### src/rtl/fixed_to_float_if.sv
// fixed_to_float_if
//   Request/response bundle between a requester and the fixed_to_float
//   converter.
//   start      : request strobe from the requester
//   fixedPoint : unsigned INTS.FRACS operand, WIDTH bits
//   result     : IEEE-754 single-precision result from the converter
//   done       : one-cycle pulse, result valid
//   busy       : converter is not idle
interface fixed_to_float_if #(
  parameter int WIDTH = 23
);
  logic             start;
  logic [WIDTH-1:0] fixedPoint;
  logic [31:0]      result;
  logic             done;
  logic             busy;

  modport master (
    output start,
    output fixedPoint,
    input  result,
    input  done,
    input  busy
  );

  modport slave (
    input  start,
    input  fixedPoint,
    output result,
    output done,
    output busy
  );
endinterface

### src/rtl/fixed_to_float.sv
// fixed_to_float
//   Converts an unsigned INTS.FRACS fixed-point magnitude into an IEEE-754
//   single-precision value by shifting left one bit per cycle until the
//   leading one reaches the top of the operand register. No rounding: low
//   bits that do not fit in the 23-bit fraction are dropped.
//   clk    : single clock, rising edge
//   rst_n  : synchronous active-low reset, overrides clk_en
//   clk_en : while low every register holds
//   bus    : slave side of fixed_to_float_if (start, fixedPoint in;
//            result, done, busy out)
//
//   state | meaning
//   ------+--------------------------------------------------------------
//   IDLE  | waiting for start; captures operand and initial exponent
//   NORM  | shifting mantissa left until its MSB is set
//   DONE  | result register holds the new value, done pulses, back to IDLE
module fixed_to_float #(
  parameter int FRACS = 22,
  parameter int INTS  = 1,
  parameter int WIDTH = INTS + FRACS
) (
  input  logic              clk,
  input  logic              rst_n,
  input  logic              clk_en,
  fixed_to_float_if.slave   bus
);

  typedef enum logic [1:0] {
    IDLE = 2'd0,
    NORM = 2'd1,
    DONE = 2'd2
  } state_t;

  // Exponent of the top operand bit: weight 2^(INTS-1), biased by 127.
  localparam logic [7:0] EXP_INIT = 8'(127 + INTS - 1);

  state_t           state, state_nxt;
  logic [WIDTH-1:0] mant_r, mant_nxt;
  logic [7:0]       exp_r, exp_nxt;
  logic [31:0]      result_r, result_nxt;

  // Place the normalized mantissa's hidden one at bit 23 so bits 22:0 are
  // the left-aligned fraction with zero fill below.
  function automatic logic [31:0] pack(input logic [WIDTH-1:0] mant,
                                       input logic [7:0]       expo);
    logic [23:0] aligned;
    aligned = 24'(mant) << (24 - WIDTH);
    return {1'b0, expo, aligned[22:0]};
  endfunction

  always_ff @(posedge clk) begin
    if (!rst_n) begin
      state    <= IDLE;
      mant_r   <= '0;
      exp_r    <= '0;
      result_r <= '0;
    end else if (clk_en) begin
      state    <= state_nxt;
      mant_r   <= mant_nxt;
      exp_r    <= exp_nxt;
      result_r <= result_nxt;
    end
  end

  always_comb begin
    state_nxt  = state;
    mant_nxt   = mant_r;
    exp_nxt    = exp_r;
    result_nxt = result_r;
    unique case (state)
      IDLE: begin
        if (bus.start) begin
          mant_nxt = bus.fixedPoint;
          exp_nxt  = EXP_INIT;
          if (bus.fixedPoint == '0) begin
            // Zero has no leading one to find; report +0.0 directly.
            result_nxt = 32'h0000_0000;
            state_nxt  = DONE;
          end else begin
            state_nxt = NORM;
          end
        end
      end
      NORM: begin
        if (mant_r[WIDTH-1]) begin
          result_nxt = pack(mant_r, exp_r);
          state_nxt  = DONE;
        end else begin
          mant_nxt = mant_r << 1;
          exp_nxt  = exp_r - 8'd1;
        end
      end
      DONE: begin
        state_nxt = IDLE;
      end
      default: begin
        state_nxt = IDLE;
      end
    endcase
  end

  assign bus.done   = (state == DONE);
  assign bus.busy   = (state != IDLE);
  assign bus.result = result_r;

endmodule

### src/flat_wrapper.sv
// flat-port wrapper written by rule: the top's interface ports become plain ports
module fixed_to_float_flat 
#(
  parameter int FRACS = 22,
  parameter int INTS  = 1,
  parameter int WIDTH = INTS + FRACS
)
  (clk, rst_n, clk_en, bus_start, bus_fixedPoint, bus_result, bus_done, bus_busy);
  fixed_to_float_if #(.WIDTH(WIDTH)) bus_i ();
  input  logic clk;
  input  logic rst_n;
  input  logic clk_en;
  input wire logic [$bits(bus_i.start)-1:0] bus_start;
  input wire logic [$bits(bus_i.fixedPoint)-1:0] bus_fixedPoint;
  output wire logic [$bits(bus_i.result)-1:0] bus_result;
  output wire logic [$bits(bus_i.done)-1:0] bus_done;
  output wire logic [$bits(bus_i.busy)-1:0] bus_busy;
  assign bus_i.start = bus_start;
  assign bus_i.fixedPoint = bus_fixedPoint;
  assign bus_result = bus_i.result;
  assign bus_done = bus_i.done;
  assign bus_busy = bus_i.busy;
  fixed_to_float #(.FRACS(FRACS), .INTS(INTS), .WIDTH(WIDTH)) u_core (.clk(clk), .rst_n(rst_n), .clk_en(clk_en), .bus(bus_i));
endmodule
### config.mk
export PLATFORM = sky130hd
export DESIGN_NAME = fixed_to_float_flat
export DESIGN_NICKNAME = d
export VERILOG_FILES = /design/src/rtl/fixed_to_float_if.sv /design/src/rtl/fixed_to_float.sv /design/src/flat_wrapper.sv
export SDC_FILE = /design/constraint.sdc
export NUM_CORES = 1
export LEC_CHECK = 0
export BUFFER_PORTS_ARGS = -buffer_cell sky130_fd_sc_hd__buf_2
export CORE_MARGIN = 2
export CORE_UTILIZATION = 50
export CTS_BUF_LIST = sky130_fd_sc_hd__clkbuf_2 sky130_fd_sc_hd__clkbuf_4 sky130_fd_sc_hd__clkbuf_8
export DETAILED_ROUTE_END_ITERATION = 6
export PLACE_DENSITY = 0.78
export SYNTH_ARGS = -nofsm -noshare
export SYNTH_HDL_FRONTEND = slang
export SYNTH_SLANG_ARGS = --single-unit
### constraint.sdc
create_clock -name clk -period 1.5 [get_ports clk]
set_input_delay 0.075 -clock clk [delete_from_list [all_inputs] [get_ports clk]]
set_output_delay 0.075 -clock clk [all_outputs]
set_load 0.005 [all_outputs]
; ---- Word level (Yosys, flattened, before mapping)
; Index checks and enable logic that the tools add are counted.
[op_classes]
mux = 14
n_eq_ne = 6
n_addsub = 1
reduce_logical = 8
[op_table]
columns = cell, n
row1 = $mux W32, 3
row2 = $pmux W32 S2, 1
row3 = $mux W23, 2
row4 = $pmux W23 S2, 1
row5 = $logic_not A23 Y1, 1
row6 = $mux W8, 2
row7 = $pmux W8 S2, 1
row8 = $sub A8 B1 Y8 const B, 1
row9 = $mux W2, 3
row10 = $reduce_and A3 Y1, 2
row11 = $reduce_and A5 Y1, 1
row12 = $ne A2 B1 Y1 const B, 2
row13 = $ne A2 B2 Y1 const B, 2
row14 = $pmux W2 S2, 1
row15 = $reduce_and A4 Y1, 1
row16 = $reduce_bool A2 Y1, 2
row17 = $eq A2 B1 Y1 const B, 1
row18 = $eq A2 B2 Y1 const B, 1
row19 = $logic_not A2 Y1, 1
[word_totals]
ff_bits = 65
elab_cells = 34
in_bits = 27
output_inout_bits = 34

; ---- Logic depth before layout (Yosys ltp)
[depth]
depth_word = 4
mapped_depth = 7
ltp_nobuf = 5

; ---- Worst setup path after synthesis
; Ideal clock, no wire load.
[synth_timing]
path_kind = register -> register
start = register u_core.state[0]
end = register u_core.mant_r[15]
stages_incl_launch_ff = 8
synth_period_minus_slack_ns = 1.437
setup_slack_ns = 0.063
arrival_time_ns = 1.309
path_buffers = 3
required_ns = 1.372
setup_time_ns = 0.128
cell_sequence = dfxtp_1 -> nor2b_1 -> buf_6 -> and2_4 -> buf_6 -> buf_6 -> a222oi_1 -> nor2_1
[synth_between]
elab_chain_len = 3
word_cells_on_any_way = 7
cone_classes = 3 x eq/ne / 1 x mux / 3 x reduce/logical
[synth_lines]
columns = element, line
row1 = start: declaration, fixed_to_float.sv:37  ; state_t state, state_nxt;
row2 = start signal: assignment, fixed_to_float.sv:58  ; state <= state_nxt;
row3 = $eq A2 B1 Y1 or $logic_not A2 Y1 (tied branches), fixed_to_float.sv:70  ; unique case (state)
row4 = $ne A2 B2 Y1 (no source line) or $reduce_bool A2 Y1 (tied branches), -
row5 = $reduce_and A4 Y1 (no source line), -
row6 = end signal: assignment, fixed_to_float.sv:59  ; mant_r <= mant_nxt;
row7 = end: declaration, fixed_to_float.sv:38  ; logic [WIDTH-1:0] mant_r, mant_nxt;
; Several ways; a longest one is shown, not always the timed one.
; A chain may end at the register's enable or synchronous reset.

; ---- Final worst setup path
[layout_timing]
start = register u_core.mant_r[22]
end = register u_core.mant_r[9]
[layout_between]
elab_chain_len = 2
[layout_lines]
columns = element
row1 = $ne A2 B2 Y1 (no source line)
row2 = $reduce_and A4 Y1 (no source line)
; No other way between the ends.

==> flow_results.xml <==
<?xml version="1.0" encoding="UTF-8"?>
<metrics>
  <group name="outcome">
    <metric name="run_status" unit="">finished clean</metric>
  </group>
  <group name="setup_path">
    <metric name="worst_setup_path_start_kind" unit="">flop</metric>
    <metric name="reg2reg_slack" unit="ns">0.08</metric>
    <metric name="crit_chain" unit="">and2b_2 &gt; and2_1 &gt; buf_12 &gt; a222oi_1 &gt; nor2_1</metric>
    <metric name="worst-path-max-fanout" unit="">22</metric>
    <metric name="worst-setup-path-type" unit="">flop to flop</metric>
    <metric name="slowest_delay" unit="ns">0.35</metric>
    <metric name="crit_path_end_kind" unit="">flop</metric>
    <metric name="worst-endpoint-required" unit="ns">1.71</metric>
    <metric name="crit_slowest_cell" unit="">dfxtp_2</metric>
    <metric name="crit_path_dat" unit="ns">1.63</metric>
  </group>
  <group name="power_and_ir_drop">
    <metric name="ir_drop" unit="uV">672.6</metric>
    <metric name="cellLeakagePower" unit="nW">1.267</metric>
    <metric name="power_per_cell_area" unit="nW/um2">1151</metric>
    <metric name="total_power" unit="mW">3.652</metric>
  </group>
  <group name="floorplan">
    <metric name="die-width" unit="um">75.75</metric>
    <metric name="core.rowCount" unit="">26</metric>
    <metric name="die_boundary_height" unit="um">75.75</metric>
    <metric name="die_area" unit="um2">5737</metric>
    <metric name="core_area" unit="um2">5042</metric>
    <metric name="io_pins" unit="">61</metric>
    <metric name="initial_utilization" unit="%">51.04</metric>
  </group>
  <group name="grt">
    <metric name="grt.overflow.total" unit="">0</metric>
    <metric name="grt_antenna_before_repair" unit="">0</metric>
    <metric name="grt_pass1_wl" unit="um">10030</metric>
    <metric name="vias_in_the_first_global_route" unit="">2165</metric>
    <metric name="met3_usage" unit="%">6.349</metric>
    <metric name="gr-max-usage-layer" unit="">met2</metric>
    <metric name="grt_use_met2" unit="%">34.20</metric>
    <metric name="met1_use_gr" unit="%">32.49</metric>
    <metric name="grt_util_overall" unit="%">23.22</metric>
    <metric name="grt_start_max_net_pins" unit="">42</metric>
  </group>
  <group name="finish">
    <metric name="proportion_of_layout_cells_with_a_drive_suffix_above_1" unit="%">28.98</metric>
    <metric name="antennaDiodeCount" unit="">0</metric>
    <metric name="area_used_by_multi_input_combinational_logic" unit="um2">1160</metric>
    <metric name="area_growth_syn_to_layout" unit="%">23.24</metric>
    <metric name="register_area" unit="um2">1265</metric>
    <metric name="post_layout_nonfiller_instances" unit="">422</metric>
    <metric name="num-nets-final" unit="">375</metric>
    <metric name="fillers" unit="">445</metric>
  </group>
  <group name="synthesis">
    <metric name="syn_area" unit="um2">2574</metric>
    <metric name="postSynthRegisterBits" unit="">63</metric>
    <metric name="post-synth-top-count-cell" unit="">dfxtp_1</metric>
    <metric name="netlist.top_cell.by_area" unit="">dfxtp_1</metric>
    <metric name="synthTopCellsByCount" unit="">dfxtp_1 (63), nand2_1 (32), nand3_1 (31), o22ai_1 (28), nor2_1 (26)</metric>
    <metric name="synth.avg_cell_area" unit="um2">8.875</metric>
    <metric name="synthesis.instances" unit="">290</metric>
    <metric name="share_of_synthesized_flip_flops_with_an_asynchronous_set_or_reset" unit="%">0</metric>
    <metric name="post_synth_main_area_contributors" unit="">dfxtp_1 (49%), a222oi_1 (8.2%), o22ai_1 (6.8%)</metric>
    <metric name="synthesis.yosys.warnings" unit="">0</metric>
    <metric name="ys_types" unit="">38</metric>
    <metric name="synth_seq_area_share" unit="%">49.00</metric>
    <metric name="synth_edf_count" unit="">0</metric>
    <metric name="synth.top_cell.area_share" unit="%">49.00</metric>
    <metric name="synth_top_flop_cell" unit="">dfxtp_1</metric>
  </group>
  <group name="run">
    <metric name="drv.max_cap_violation_count" unit="">0</metric>
  </group>
  <group name="timing">
    <metric name="period_share" unit="%">94.63</metric>
    <metric name="final_max_slew_viol_count" unit="">0</metric>
    <metric name="final_hold_viol_count" unit="">0</metric>
    <metric name="finClkSkew" unit="ns">0.004160</metric>
    <metric name="finalCriticalPeriod" unit="ns">1.419</metric>
    <metric name="final_critical_path_setup_slack" unit="ns">0.08060</metric>
    <metric name="timing.final.setup_violations" unit="">0</metric>
    <metric name="fmax" unit="MHz">704.5</metric>
  </group>
  <group name="routing">
    <metric name="routed_wirelength" unit="um">6340</metric>
    <metric name="drt_first_iter_violations" unit="">333</metric>
    <metric name="final_antenna_net_count" unit="">0</metric>
    <metric name="drc_errors" unit="">0</metric>
    <metric name="avgViaCountPerCell" unit="">5.794</metric>
    <metric name="num_vias" unit="">2445</metric>
    <metric name="wl_per_cell" unit="um">15.02</metric>
    <metric name="dr.pass1.iters" unit="">6</metric>
  </group>
  <group name="clock_tree">
    <metric name="worst_skew_pair.late_latency" unit="ns">0.33</metric>
    <metric name="cts_buffers" unit="">9</metric>
    <metric name="number_of_buffers_on_the_longest_clock_path" unit="">2</metric>
    <metric name="cts_tree" unit="">built</metric>
    <metric name="clock_tree.root_cell" unit="">clkbuf_8</metric>
    <metric name="cts_num_sinks" unit="">63</metric>
    <metric name="path_clk_slew" unit="ns">0.06</metric>
    <metric name="htree_levels" unit="">3</metric>
  </group>
  <group name="placement">
    <metric name="detailedPlacementHpwl" unit="um">4278</metric>
    <metric name="port_buffers" unit="">58</metric>
    <metric name="global_placement_routability_congestion" unit="">0.8151</metric>
    <metric name="placed_cells_incl_taps" unit="">406</metric>
    <metric name="detailedPlace.worstSlack" unit="ns">-0.03844</metric>
  </group>
  <group name="worst_hold_path">
    <metric name="hold_class" unit="">input port to flop</metric>
  </group>
</metrics>
[layout by cell type (no fill, tap or decap), types with 6 or more instances in the layout]
cell and count:
dfxtp_1 60, buf_2 58, nand2_1 32, nand3_1 30, o22ai_1 28, nor2_1 26
a222oi_1 21, buf_4 14, clkbuf_8 10, nor4_1 6, nor3_1 6
[worst paths after layout]
kind / start / endpoint / depth (start not counted)
setup / recovery: u_core.mant_r[22] / u_core.mant_r[9] / 5
hold / removal: bus_fixedPoint[21] / u_core.mant_r[21] / 3
setup reg to reg: u_core.mant_r[22] / u_core.mant_r[9] / 5
hold reg to reg: u_core.bus.result[5] / u_core.bus.result[5] / 2
[routing by layer]
layer  up-vias  wire [um]
met1      1136       2975
met3         8        453
li1       1202          -
met2        99       2828
met4         0         82
met5         -          0
[per-stage QoR]
step	util (%)	hold slack (ns)	setup TNS [ns]	area, um2
after floorplan	-	0.2213	0	2577
after global placement	58.59	0.3425	0	2954
after detailed placement	58.59	0.3567	-0.6017	2954
after CTS	62.56	0.01200	0	3154
after global routing	62.90	0.02843	-0.001256	3172
final	62.90	0.01047	0	3172
[worst max-delay path, delay by kind of cell, from the launching register on]
kind	cells	cell delay, ns
AND/OR/NAND/NOR	3	0.51
flip-flops	1	0.35
AO/OA/AOI/OAI	1	0.28
buffers and inverters	1	0.16
[report_power, final]
| group | total (mW) | internal [mW] | switching [mW] |
|---|---|---|---|
| sequential | 1.79 | 1.74 | 0.0583 |
| combinational | 0.400 | 0.179 | 0.221 |
| clock | 1.46 | 0.842 | 0.616 |
[timing repair]
item | CTS | global route
setup buffers | 0 | 0
gates resized for setup | 1 | 7
hold buffers | 0 | 0
endpoints found under the setup margin | 23 | 40
gates cloned | 0 | 0
pin swaps | 0 | 7
[sequential cells by signal (all words and copies together) (netlist names)]
register and flops:
u_core.bus.result 30, u_core.mant_r 23, u_core.exp_r 8, u_core.state 2
[layout make-up]
type,count,area share [%]
inverters,4,0.4734
clock buffers,12,4.813
multi-input cells,194,36.57
clock inverters,4,1.420
flip-flops and latches,63,39.88
well taps,70,2.761
repair buffers,75,14.08
[logic make-up (layout without fill, tap and decap cells)]
family	Yosys count	in the layout	share of synthesized area, %
adders and majority gates	1	1	0.4861
DFF	63	63	49.00
AOI/OAI and AO/OA	73	73	21.59
xor gates and xnor gates	4	4	1.361
other	1	2	0.1457
and+or+nand+nor	114	114	20.66
buffers and inverters	34	95	6.757
Note: power is estimated with default switching activity, not from simulation.
